### src/rtl/ctrl_pkg.sv
// ctrl_pkg: shared types and encodings for the control sequencer.
// Instruction layout: type[IW-1:IW-2], op[IW-3:IW-5], funct[3:0].
package ctrl_pkg;

  typedef enum logic [1:0] {
    TYPE_R = 2'b00,
    TYPE_M = 2'b01,
    TYPE_B = 2'b10,
    TYPE_S = 2'b11
  } instr_type_e;

  // M-type op codes (op values 100..110 are plain register writes)
  localparam logic [2:0] MOP_STORE = 3'b000;
  localparam logic [2:0] MOP_LDB   = 3'b001;
  localparam logic [2:0] MOP_LUT0  = 3'b010;
  localparam logic [2:0] MOP_LUT1  = 3'b011;
  localparam logic [2:0] MOP_HALT  = 3'b111;

  // R-type funct codes; 0000..FUNCT_SUB are register-writing ALU ops
  localparam logic [3:0] FUNCT_SUB  = 4'b0100;
  localparam logic [3:0] FUNCT_SLT  = 4'b0101;
  localparam logic [3:0] FUNCT_SLTE = 4'b0110;
  localparam logic [3:0] FUNCT_EQ   = 4'b0111;

  // B-type and S-type sub-ops, decoded on op[2:1]
  localparam logic [1:0] BOP_BEQ  = 2'b00;
  localparam logic [1:0] BOP_BLT  = 2'b01;
  localparam logic [1:0] BOP_BLTE = 2'b10;
  localparam logic [1:0] BOP_BUN  = 2'b11;
  localparam logic [1:0] SOP_LSL  = 2'b00;
  localparam logic [1:0] SOP_LSR  = 2'b01;
  localparam logic [1:0] SOP_BF   = 2'b10;
  localparam logic [1:0] SOP_BB   = 2'b11;

  typedef enum logic [1:0] {
    ST_RUN       = 2'b00,
    ST_LOAD_WAIT = 2'b01,
    ST_HALT      = 2'b10
  } state_e;

  // One beat of control; the upd_*/lt_incl_eq fields say how a compare
  // in the output stage updates (and forwards) the flags.
  typedef struct packed {
    logic       branch_en;
    logic       mem_write;
    logic       mem_read;
    logic       reg_write;
    logic       lut_en;
    logic [2:0] alu_op;
    logic       shift_dir;
    logic       upd_eq;
    logic       upd_lt;
    logic       lt_incl_eq;
  } ctrl_t;

endpackage

### src/rtl/ctrl_sequencer_if.sv
// ctrl_sequencer_if: instruction fetch handshake into the sequencer.
interface ctrl_sequencer_if #(
  parameter int IW = 9
) ();
  logic          instr_valid;
  logic [IW-1:0] instr;
  logic          instr_ready;

  modport master (output instr_valid, output instr, input instr_ready);
  modport slave  (input instr_valid, input instr, output instr_ready);
endinterface

### src/rtl/ctrl_decode.sv
// ctrl_decode: purely combinational instruction decode into a control beat.
// Branch conditions use the effective (possibly forwarded) flags.
module ctrl_decode
  import ctrl_pkg::*;
#(
  parameter int IW = 9
) (
  input  logic [IW-1:0] instr_i,
  input  logic          eq_eff_i,
  input  logic          lt_eff_i,
  output ctrl_t         ctrl_o,
  output logic          is_load_o,
  output logic          is_halt_o
);

  instr_type_e itype;
  logic [2:0]  op;
  logic [1:0]  sub;
  logic [3:0]  funct;

  // Field extraction and per-type decode
  always_comb begin
    itype     = instr_type_e'(instr_i[IW-1:IW-2]);
    op        = instr_i[IW-3:IW-5];
    sub       = op[2:1];
    funct     = instr_i[3:0];
    ctrl_o    = '0;
    is_load_o = 1'b0;
    is_halt_o = 1'b0;
    unique case (itype)
      TYPE_R: begin
        ctrl_o.alu_op = op;
        if (funct <= FUNCT_SUB) begin
          ctrl_o.reg_write = 1'b1;
        end else begin
          case (funct)
            FUNCT_SLT:  ctrl_o.upd_lt = 1'b1;
            FUNCT_SLTE: begin
              ctrl_o.upd_lt     = 1'b1;
              ctrl_o.lt_incl_eq = 1'b1;
            end
            FUNCT_EQ:   ctrl_o.upd_eq = 1'b1;
            default:    ;
          endcase
        end
      end
      TYPE_M: begin
        case (op)
          MOP_STORE: ctrl_o.mem_write = 1'b1;
          MOP_LDB: begin
            ctrl_o.mem_read = 1'b1;
            is_load_o       = 1'b1;
          end
          MOP_LUT0, MOP_LUT1: begin
            ctrl_o.mem_read = 1'b1;
            ctrl_o.lut_en   = 1'b1;
          end
          MOP_HALT:  is_halt_o = 1'b1;
          default:   ctrl_o.reg_write = 1'b1;
        endcase
      end
      TYPE_B: begin
        case (sub)
          BOP_BEQ:  ctrl_o.branch_en = eq_eff_i;
          BOP_BLT:  ctrl_o.branch_en = lt_eff_i;
          BOP_BLTE: ctrl_o.branch_en = lt_eff_i | eq_eff_i;
          BOP_BUN:  ctrl_o.branch_en = 1'b1;
          default:  ;
        endcase
      end
      TYPE_S: begin
        case (sub)
          SOP_LSL, SOP_LSR: begin
            ctrl_o.reg_write = 1'b1;
            ctrl_o.shift_dir = op[1];
          end
          SOP_BF:  ctrl_o.branch_en = eq_eff_i;
          SOP_BB:  ctrl_o.branch_en = lt_eff_i;
          default: ;
        endcase
      end
    endcase
  end

endmodule

### src/rtl/ctrl_sequencer.sv
// ctrl_sequencer: registered control sequencer between fetch and datapath.
// Holds compare flags, sequences load-byte (MEM_LAT wait) and halt.
// Optional macro CTRL_BRANCH_FLUSH_EN: squash the instruction accepted while
// a taken branch is in the output stage (otherwise it is a delay slot).
module ctrl_sequencer
  import ctrl_pkg::*;
#(
  parameter int IW      = 9,
  parameter int LW      = 5,
  parameter int SW      = 3,
  parameter int MEM_LAT = 1
) (
  input  logic                   clk,
  input  logic                   reset,
  ctrl_sequencer_if.slave        fetch,
  input  logic                   cmp_equal,
  input  logic                   cmp_less,
  output logic                   ctrl_valid,
  output logic                   branch_en,
  output logic                   mem_write,
  output logic                   mem_read,
  output logic                   reg_write,
  output logic                   lut_en,
  output logic [LW-1:0]          lut_index,
  output logic [2:0]             alu_op,
  output logic                   shift_dir,
  output logic [SW-1:0]          shift_amt,
  output logic                   flag_eq,
  output logic                   flag_lt,
  output logic                   halted
);

  localparam int CW = $clog2(MEM_LAT + 1);

  state_e        state_q, state_d;
  logic [CW-1:0] cnt_q, cnt_d;
  ctrl_t         out_q, out_d, dec;
  logic          valid_q, valid_d;
  logic [LW-1:0] lut_q, lut_d;
  logic [SW-1:0] shamt_q, shamt_d;
  logic          flag_eq_q, flag_lt_q;
  logic          eq_eff, lt_eff, accept, squash, dec_load, dec_halt;

  assign fetch.instr_ready = (state_q == ST_RUN);
  assign accept            = fetch.instr_valid && fetch.instr_ready;

  // A compare sitting in the output stage forwards its live ALU result.
  assign eq_eff = (valid_q && out_q.upd_eq) ? cmp_equal : flag_eq_q;
  assign lt_eff = (valid_q && out_q.upd_lt) ?
                  (cmp_less | (out_q.lt_incl_eq & cmp_equal)) : flag_lt_q;

`ifdef CTRL_BRANCH_FLUSH_EN
  assign squash = out_q.branch_en;
`else
  assign squash = 1'b0;
`endif

  ctrl_decode #(.IW(IW)) u_decode (
    .instr_i   (fetch.instr),
    .eq_eff_i  (eq_eff),
    .lt_eff_i  (lt_eff),
    .ctrl_o    (dec),
    .is_load_o (dec_load),
    .is_halt_o (dec_halt)
  );

  // Next state, load counter and next control beat
  always_comb begin
    state_d = state_q;
    cnt_d   = cnt_q;
    out_d   = '0;
    valid_d = 1'b0;
    lut_d   = '0;
    shamt_d = '0;
    case (state_q)
      ST_RUN: begin
        if (accept && !squash) begin
          if (dec_halt) begin
            state_d = ST_HALT;
          end else begin
            out_d   = dec;
            valid_d = 1'b1;
            lut_d   = fetch.instr[LW-1:0];
            shamt_d = fetch.instr[SW-1:0];
            if (dec_load) begin
              state_d = ST_LOAD_WAIT;
              cnt_d   = '0;
            end
          end
        end
      end
      ST_LOAD_WAIT: begin
        cnt_d = cnt_q + 1'b1;
        if (cnt_q == CW'(MEM_LAT - 1)) begin
          out_d.reg_write = 1'b1;
          valid_d         = 1'b1;
        end
        if (cnt_q == CW'(MEM_LAT)) begin
          state_d = ST_RUN;
          cnt_d   = '0;
        end
      end
      default: ;
    endcase
  end

  // FSM state and load counter
  always_ff @(posedge clk) begin
    if (reset) begin
      state_q <= ST_RUN;
      cnt_q   <= '0;
    end else begin
      state_q <= state_d;
      cnt_q   <= cnt_d;
    end
  end

  // Output stage registers and compare flags
  always_ff @(posedge clk) begin
    if (reset) begin
      valid_q   <= 1'b0;
      out_q     <= '0;
      lut_q     <= '0;
      shamt_q   <= '0;
      flag_eq_q <= 1'b0;
      flag_lt_q <= 1'b0;
    end else begin
      valid_q   <= valid_d;
      out_q     <= out_d;
      lut_q     <= lut_d;
      shamt_q   <= shamt_d;
      flag_eq_q <= eq_eff;
      flag_lt_q <= lt_eff;
    end
  end

  assign ctrl_valid = valid_q;
  assign branch_en  = out_q.branch_en;
  assign mem_write  = out_q.mem_write;
  assign mem_read   = out_q.mem_read;
  assign reg_write  = out_q.reg_write;
  assign lut_en     = out_q.lut_en;
  assign alu_op     = out_q.alu_op;
  assign shift_dir  = out_q.shift_dir;
  assign lut_index  = lut_q;
  assign shift_amt  = shamt_q;
  assign flag_eq    = flag_eq_q;
  assign flag_lt    = flag_lt_q;
  assign halted     = (state_q == ST_HALT);

endmodule
### src/flat_wrapper.sv
// flat-port wrapper written by rule: the top's interface ports become plain ports
module ctrl_sequencer_flat import ctrl_pkg::*;
#(
  parameter int IW      = 9,
  parameter int LW      = 5,
  parameter int SW      = 3,
  parameter int MEM_LAT = 1
)
  (clk, reset, cmp_equal, cmp_less, ctrl_valid, branch_en, mem_write, mem_read, reg_write, lut_en, lut_index, alu_op, shift_dir, shift_amt, flag_eq, flag_lt, halted, fetch_instr_valid, fetch_instr, fetch_instr_ready);
  ctrl_sequencer_if #(.IW(IW)) fetch_i ();
  input  logic clk;
  input  logic reset;
  input  logic cmp_equal;
  input  logic cmp_less;
  output logic ctrl_valid;
  output logic branch_en;
  output logic mem_write;
  output logic mem_read;
  output logic reg_write;
  output logic lut_en;
  output logic [LW-1:0] lut_index;
  output logic [2:0] alu_op;
  output logic shift_dir;
  output logic [SW-1:0] shift_amt;
  output logic flag_eq;
  output logic flag_lt;
  output logic halted;
  input wire logic [$bits(fetch_i.instr_valid)-1:0] fetch_instr_valid;
  input wire logic [$bits(fetch_i.instr)-1:0] fetch_instr;
  output wire logic [$bits(fetch_i.instr_ready)-1:0] fetch_instr_ready;
  assign fetch_i.instr_valid = fetch_instr_valid;
  assign fetch_i.instr = fetch_instr;
  assign fetch_instr_ready = fetch_i.instr_ready;
  ctrl_sequencer #(.IW(IW), .LW(LW), .SW(SW), .MEM_LAT(MEM_LAT)) u_core (.clk(clk), .reset(reset), .fetch(fetch_i), .cmp_equal(cmp_equal), .cmp_less(cmp_less), .ctrl_valid(ctrl_valid), .branch_en(branch_en), .mem_write(mem_write), .mem_read(mem_read), .reg_write(reg_write), .lut_en(lut_en), .lut_index(lut_index), .alu_op(alu_op), .shift_dir(shift_dir), .shift_amt(shift_amt), .flag_eq(flag_eq), .flag_lt(flag_lt), .halted(halted));
endmodule
### config.mk
export PLATFORM = sky130hd
export DESIGN_NAME = ctrl_sequencer_flat
export DESIGN_NICKNAME = d
export VERILOG_FILES = /design/src/rtl/ctrl_pkg.sv /design/src/rtl/ctrl_sequencer_if.sv /design/src/rtl/ctrl_decode.sv /design/src/rtl/ctrl_sequencer.sv /design/src/flat_wrapper.sv
export SDC_FILE = /design/constraint.sdc
export NUM_CORES = 1
export LEC_CHECK = 0
export CAP_MARGIN = 30
export CORE_AREA = 2 2 49 51
export DETAILED_ROUTE_END_ITERATION = 8
export DIE_AREA = 0 0 51 53
export PLACE_DENSITY = 0.84
export SYNTH_ARGS = -nofsm -noshare
export SYNTH_HDL_FRONTEND = slang
export SYNTH_SLANG_ARGS = --single-unit
### constraint.sdc
create_clock -name clk -period 3.8 [get_ports clk]
set_input_delay 0.76 -clock clk [delete_from_list [all_inputs] [get_ports clk]]
set_output_delay 0.76 -clock clk [all_outputs]
set_load 0.05 [all_outputs]
* Word-level counts from Yosys, hierarchy flattened
Cells that the tools add are included.
Storage, ports and cells: flip-flop bits (word level) 26, latch bits 0, RAM bits 0, memory bits (read-only) 0, input port bits 14, output and inout bits 22, word-level logic and storage cells 110, memories kept 0
Cells by class: add/sub/neg operators 1, multiply operators 0, divide/modulo/power cells 0, $lt $le $gt $ge 1, eq/ne operators 20, shifts and indexed selects 0, mux-type cells 42, bitwise operators 9, reductions and logical operators 20
Operators by type and width (number):
- two-way mux 1 bit | 25
- two-way mux 9 bit | 2
- OR reduction 5 bit | 3
- equality test 4 x 3 -> 1 bit (second input constant) | 3
- OR reduction 6 bit | 2
- equality test 2 bit (second input constant) | 5
- case mux 1 bit (2 select lines) | 5
- two-way mux 3 bit | 3
- two-way mux 2 bit | 4
- AND reduction 4 bit | 2
- equality test 2 x 1 -> 1 bit (second input constant) | 3
- equality test 3 x 2 -> 1 bit (second input constant) | 2
- logical NOT 2 bit | 3
- inequality test 2 bit (second input constant) | 3
- NOT 1 bit | 6
- OR reduction 2 bit | 3
- less-or-equal comparator 4 x 3 -> 1 bit (second input constant) | 1
- case mux 1 bit (4 select lines) | 1
- case mux 2 bit (2 select lines) | 1
- OR reduction 4 bit | 1
- equality test 3 x 1 -> 1 bit (second input constant) | 1
- equality test 3 bit (second input constant) | 1
- logical AND 1 bit | 3
- logical NOT 3 bit | 1
- 8 further kinds | 9

* Longest topological paths before layout
Gate-level depths: netlist (run 1).
depth after elaboration 8, mapped depth 6, depth with buffers taken out 4

* Cells and area by module
From an unflattened synthesis (run 1), not the netlist that was laid out.
Unflattened totals: cells, all modules 128, area total of the unflattened synthesis 1166.1 sq um
Modules (own cells, without submodules):
- ctrl_sequencer | instances 1, cells an instance 94, area an instance 930.9 sq um, seq. area each 460.4 sq um
- ctrl_decode | instances 1, cells an instance 34, area an instance 235.2 sq um, seq. area each 0.0 sq um

* Least setup slack after synthesis (run 1)
Ideal clock, no wire load.
path kind input-to-reg, from input port reset, to register u_core.out_q[0] (netlist bit), library setup time 65 ps, arrival time 1872 ps, data required time 3735 ps, slack 1863 ps, stages 6, path buffers 2, cell sequence clkbuf_1 > or4b_4 > buf_6 > nor3_4 > nand4b_1 > nor2_1
Between the ends: longest elaborated chain between the ends 1
RTL lines:
- start: declaration | RTL line flat_wrapper.sv:12 | input logic reset;
- OR reduction 6 bit (no source line)
- end signal: assignment | RTL line ctrl_sequencer.sv:129 | out_q <= out_d;
- end: declaration | RTL line ctrl_sequencer.sv:37 | ctrl_t out_q, out_d, dec;
Every way passes these cells. A chain may end at the register's enable or synchronous reset.

* Final worst setup path (run 1)
from register u_core.state_q[1], to output port halted
Between the ends: longest elaborated chain between the ends 1
RTL lines:
- start: declaration | RTL line ctrl_sequencer.sv:35 | state_e state_q, state_d;
- start signal: assignment | RTL line ctrl_sequencer.sv:113 | state_q <= state_d;
- equality test 2 bit | RTL line ctrl_sequencer.sv:149 | assign halted = (state_q == ST_HALT);
- end: declaration | RTL line flat_wrapper.sv:27 | output logic halted;
Every way passes these cells.

==> flow_metrics.py, run 1 <==
metrics = {
    "detailed_routing": {
        "first_pass_iters": 4,
        "post_drt_wl_per_cell_um": 12.40,
        "final_antenna_net_count": 0,
        "vias": 813,
        "drt_drc_violations_left": 0,
        "routed_wirelength_um": 1959,
        "via_per_inst": 5.146,
        "drt_iter0_drc": 25,
    },
    "timing": {
        "setup_viol": 0,
        "rsz0062_at_grt": "no",
        "hold_viol_final": 0,
        "tns_ns": 0,
        "slew_violations": 0,
        "fin_crit_ns": 2.553,
        "worst_pin_slew_ns": 0.5081,
        "period_share": 0.6719,
        "skew_ns": 0.001905,
        "fmax_ghz": 0.3916,
        "slew_headroom": 0.6602,
    },
    "final_layout": {
        "nFillCells": 186,
        "n_antenna_cell": 0,
        "layout-drive-gt1-share": 0.06154,
        "layout.cells.non_filler": 158,
        "area_growth_pct": 34.85,
        "fin_nets": 145,
    },
    "cts": {
        "cts_buffers": 3,
        "clkTransAtPathRegs_ns": 0.11,
        "clk_latency_ns": 0.29,
        "cts_resized": 0,
        "cts.sinks": 23,
        "clockBufferDepth": 2,
        "cts_tree": "yes",
        "cts-htree-levels": 1,
        "cts_setup_buffers": 0,
        "holdBufCountCts": 0,
        "cts_root_buffer": "clkbuf_4",
    },
    "floorplan": {
        "placementRows": 17,
        "initial_utilization": 0.4479,
        "die_w_um": 51,
        "die_area_um2": 2703,
        "io_pins": 36,
        "die_h_um": 53,
        "core_area_um2": 2148,
    },
    "global_route": {
        "grt_pass1_wl_um": 3222,
        "grt_pass1_vias": 785,
        "grt-ovfl-total": 0,
        "grt_max_degree": 13,
        "antenna_found_initial": 0,
        "grtUsageTotal": 0.1586,
    },
    "synth": {
        "avgSynthCellArea_um2": 9.526,
        "synth_common_cells": "dfxtp_1, nor2_1, and2_1",
        "yosysTopAreaCell": "dfxtp_1",
        "yosys-top-cells-area": "dfxtp_1, buf_4, and2_1, nor2_1, nand2b_1",
        "synth_nets": 115,
        "ys_async_sr_fraction": 0,
        "synth_seq_cells": 23,
        "ys_seq_area_frac": 0.4785,
        "ys.flop_type": "dfxtp_1",
        "yosysTopAreaCellShare": 0.4785,
        "syn_inst": 101,
        "synth_area_um2": 962.2,
        "synth.most_common_cell": "dfxtp_1",
        "synth_edf_count": 0,
        "synth_warnings": 0,
        "synth_cell_types": 39,
    },
    "worst_setup_path": {
        "rr_startpoint": "u_core.state_q[1]",
        "crit_path_end_kind": "output pin",
        "cp.arrival_ns": 1.79,
        "crit_fanout": 10,
        "crit_required_ns": 3.04,
        "reg2reg_to": "u_core.out_q[0]",
        "cp_num_buf_inv": 1,
        "cpMaxStageDelayCell": "clkdlybuf4s50_1",
        "worst-r2r-cell-count": 4,
        "endpoint": "halted",
        "crit_type": "register to output pin",
        "start_kind": "register",
        "rrSetupSlack_ns": 2.28,
        "critPathLaunch": "u_core.state_q[1]",
        "cpLargestDelayFamily": "buffers and inverters",
        "path_cells": "nor2b_1 > clkdlybuf4s50_1",
        "critPathMaxStageDelay_ns": 0.81,
        "cp_num_cells": 2,
    },
    "pwr": {
        "comb_power_share": 0.180,
        "ir_worst_vdd_v": 0.0002009,
        "pwr-share-seq": 0.577,
        "p_sw_uw": 112.8,
        "p_int_uw": 319.1,
        "p_leak_nw": 0.4827,
        "swShare": 0.2612,
        "powerDensity_nw_per_um2": 332.9,
        "power_frac_clock": 0.243,
    },
    "place": {
        "place.gp.congestion": 0.7733,
        "place_hpwl_um": 1478,
        "dp.cells": 154,
        "io_buffers": 35,
    },
    "hold_path": {
        "min-delay-start": "u_core.cnt_q",
        "hold_path_class": "register to register",
    },
    "job": {
        "maxCapViolCount": 0,
    },
    "run_status": {
        "outcome": "completed",
    },
}
[cells by family after synthesis]
logic type	share of synthesized area
and+or+nand+nor	0.2874
AOI/OAI and AO/OA	0.1301
xor gates and xnor gates	0.009104
buffers and inverters	0.09491
DFF	0.4785
[layout make-up]
class	instances	area, um^2	area share
Inverter	4	15.01	0.01157
Tap cell	28	35.03	0.02700
Clock buffer	4	26.28	0.02025
Timing Repair Buffer	35	350.3	0.2700
Sequential cell	23	460.4	0.3549
Multi-Input combinational cell	64	410.4	0.3163
[through the flow]
stage                     utilization  power (mW)  setup slack (ns)  hold slack (ns)  cell area, um^2
after floorplan                     -      0.3011             1.863           0.4623            962.2
after global placement         0.5917      0.3303             1.438           0.4829             1271
after detailed placement       0.5917      0.3316             1.375           0.4910             1271
after CTS                      0.6040      0.4345             1.255           0.5106             1297
after global routing           0.6040      0.4537             1.188           0.5677             1297
final                          0.6040      0.4320             1.247           0.5128             1297
[state kept, by name, summed over array words and instances, names as in the netlist]
register,flops
u_core.alu_op,3
u_core.branch_en,1
u_core.cnt_q,1
u_core.ctrl_valid,1
u_core.flag_eq,1
u_core.flag_lt,1
u_core.lut_en,1
u_core.lut_index,3
u_core.mem_read,1
u_core.mem_write,1
u_core.out_q,3
u_core.reg_write,1
u_core.shift_amt,2
u_core.shift_dir,1
u_core.state_q,2
[how the worst min path moves through the flow]
stage	endpoint	slack [ns]	cells after the start
detailed placement	u_core.cnt_q	0.49	2
CTS	u_core.cnt_q	0.51	2
global route	u_core.cnt_q	0.57	2
global placement	u_core.cnt_q	0.48	2
floorplan	u_core.cnt_q	0.46	2
finish	u_core.cnt_q	0.51	2
[placed cells by master (no fill, tap or decap), drive strengths merged, types with 2 or more instances in the layout]
master	synthesis	final
a21oi	3	3
and2	7	7
and3	2	2
clkbuf	1	4
clkdlybuf4s50	0	35
dfxtp	23	23
inv	4	4
nand2	2	2
nand2b	5	5
nand3	3	3
nor2	9	9
nor3	7	7
o21ai	4	4
[metal layers]
metal,routed length [um],global-route usage,up-vias
li1,-,-,405
met1,882,0.1923,380
met2,963,0.2706,24
met3,94,0.02825,4
met4,19,0.07658,0
met5,0,0,-
[power by group through the flow]
stage	logic [mW]	clock network [mW]	registers, mW
after CTS	0.0775	0.108	0.249
final	0.0779	0.105	0.249
after detailed placement	0.0770	0	0.255
after global placement	0.0759	0	0.254
after global routing	0.0821	0.122	0.250
after floorplan	0.0328	0	0.268
[worst min-delay path: stages, from the launching register on]
cell,delay (ns)
dfxtp_1,0.33
o21ai_0,0.08
a21oi_1,0.07
No activity file was read; power rests on OpenSTA's default activity.
==> run 2: changes to the inputs <==
--- a/config.mk
+++ b/config.mk
@@ -6,10 +6,10 @@
 export NUM_CORES = 1
 export LEC_CHECK = 0
 export CAP_MARGIN = 30
-export CORE_AREA = 2 2 49 51
+export CORE_AREA = 2 2 51 53
 export DETAILED_ROUTE_END_ITERATION = 8
-export DIE_AREA = 0 0 51 53
-export PLACE_DENSITY = 0.84
+export DIE_AREA = 0 0 53 55
+export PLACE_DENSITY = 0.79
 export SYNTH_ARGS = -nofsm -noshare
 export SYNTH_HDL_FRONTEND = slang
 export SYNTH_SLANG_ARGS = --single-unit
==> constraint.sdc (replaced) <==
create_clock -name clk -period 2.5 [get_ports clk]
set_input_delay 0.5 -clock clk [delete_from_list [all_inputs] [get_ports clk]]
set_output_delay 0.5 -clock clk [all_outputs]
set_load 0.05 [all_outputs]
==> run 2 against run 1 <==
Combinational power rose by 54%. Sequential power increased by 52%. Critical path depth unchanged. Final cell count is 1.9% higher. Final area grew 0.77%. Critical endpoint is now fetch_instr_ready.
==> flow_metrics.py, run 2 (synthesis gave the netlist of run 1 again) <==
metrics = {
    "run_status": {
        "outcome": "completed",
    },
    "cts": {
        "cts-htree-levels": 1,
        "cts_setup_buffers": 0,
        "cts_buffers": 3,
        "cts_tree": "yes",
        "clk_latency_ns": 0.30,
        "clockBufferDepth": 2,
        "cts.sinks": 23,
        "cts_resized": 0,
        "holdBufCountCts": 0,
        "cts_root_buffer": "clkbuf_4",
        "clkTransAtPathRegs_ns": 0.12,
    },
    "global_route": {
        "grt_pass1_vias": 711,
        "antenna_found_initial": 0,
        "grt-ovfl-total": 0,
        "grt_pass1_wl_um": 3125,
        "grt_max_degree": 13,
        "grtUsageTotal": 0.1484,
    },
    "job": {
        "maxCapViolCount": 0,
    },
    "worst_setup_path": {
        "crit_path_end_kind": "output pin",
        "critPathMaxStageDelay_ns": 0.85,
        "cp.arrival_ns": 1.78,
        "cpLargestDelayFamily": "buffers and inverters",
        "crit_fanout": 10,
        "path_cells": "nor2_1 > clkdlybuf4s50_1",
        "rrSetupSlack_ns": 0.96,
        "start_kind": "register",
        "crit_type": "register to output pin",
        "crit_required_ns": 2.00,
        "cp_num_buf_inv": 1,
        "cpMaxStageDelayCell": "clkdlybuf4s50_1",
    },
    "final_layout": {
        "n_antenna_cell": 0,
        "stdcell_area_um2": 1308,
        "layout_commonest_cell": "clkdlybuf4s50_1",
        "nFillCells": 222,
        "utilization": 0.5529,
        "fin_nets": 146,
        "layout.cells.non_filler": 161,
        "most-common-layout-cells": "clkdlybuf4s50_1, dfxtp_1, nor2_1",
        "area_growth_pct": 35.89,
        "layout-drive-gt1-share": 0.06870,
    },
    "timing": {
        "setup_slack_ns": 0.2179,
        "setup_viol": 0,
        "tns_ns": 0,
        "skew_ns": 0.005254,
        "worst_pin_slew_ns": 0.4989,
        "fin_crit_ns": 2.282,
        "fmax_ghz": 0.4382,
        "holdWs_ns": 0.5099,
        "slew_violations": 0,
        "period_share": 0.9129,
        "rsz0062_at_grt": "no",
        "slew_headroom": 0.6663,
        "hold_viol_final": 0,
    },
    "floorplan": {
        "die_h_um": 55,
        "die_w_um": 53,
        "initial_utilization": 0.4069,
        "placementRows": 18,
        "io_pins": 36,
        "core_area_um2": 2365,
        "die_area_um2": 2915,
    },
    "hold_path": {
        "hold_path_class": "register to register",
    },
    "place": {
        "place.gp.congestion": 0.7120,
        "io_buffers": 35,
        "placed_cell_area_um2": 1281,
        "dpl_worst_slack_ns": 0.3722,
        "place_hpwl_um": 1583,
        "dp.cells": 157,
    },
    "detailed_routing": {
        "post_drt_wl_per_cell_um": 12.40,
        "first_pass_iters": 4,
        "drt_drc_violations_left": 0,
        "drt_iter0_drc": 12,
        "vias": 801,
        "via_per_inst": 4.975,
        "routed_wirelength_um": 1996,
        "final_antenna_net_count": 0,
    },
    "pwr": {
        "powerDensity_nw_per_um2": 505.5,
        "p_leak_nw": 0.4875,
        "ir_worst_vdd_v": 0.0002969,
        "power_uw": 661.0,
    },
}
-- run 2: per-layer routing --
metal  vias up  global-route usage  wire length [um]
met3         2             0.02419                95
met1       375              0.1738               879
met5         -                   0                 0
li1        405                   -                 -
met4         0             0.05556                16
met2        19              0.2729              1005
-- run 2: worst register-to-register path: cells and delay by family (launching register included) --
family | cells | cell delay [ns]
AND/OR/NAND/NOR | 4 | 1.07
flip-flops | 1 | 0.41
-- run 2: layout make-up --
class,instances,area [um^2],share of cell area
well taps,30,37.54,0.02871
flip-flops and latches,23,460.4,0.3522
multi-input cells,64,410.4,0.3139
inverters,4,15.01,0.01148
clock buffers,4,26.28,0.02010
repair buffers,36,357.8,0.2737
-- run 2: power by group --
part	total [mW]	internal [mW]	switching, mW	leakage [nW]
clock	0.163	0.0620	0.101	0.0150
sequential	0.378	0.374	0.00422	0.187
combinational	0.120	0.0498	0.0698	0.286
total	0.661	0.486	0.175	0.488
-- run 2: worst paths after layout --
check                    start                end  depth (start not counted)
min reg2reg       u_core.cnt_q       u_core.cnt_q                          2
max reg2reg  u_core.state_q[1]    u_core.out_q[0]                          4
max          u_core.state_q[1]  fetch_instr_ready                          2
min               u_core.cnt_q       u_core.cnt_q                          2
==> run 3: changes to the inputs <==
--- a/config.mk
+++ b/config.mk
@@ -7,6 +7,7 @@
 export LEC_CHECK = 0
 export CAP_MARGIN = 30
 export CORE_AREA = 2 2 51 53
+export CTS_CLUSTER_SIZE = 24
 export DETAILED_ROUTE_END_ITERATION = 8
 export DIE_AREA = 0 0 53 55
 export PLACE_DENSITY = 0.79
==> results of run 3 <==
Final layout, timing and power as in run 2 (identical DEF).
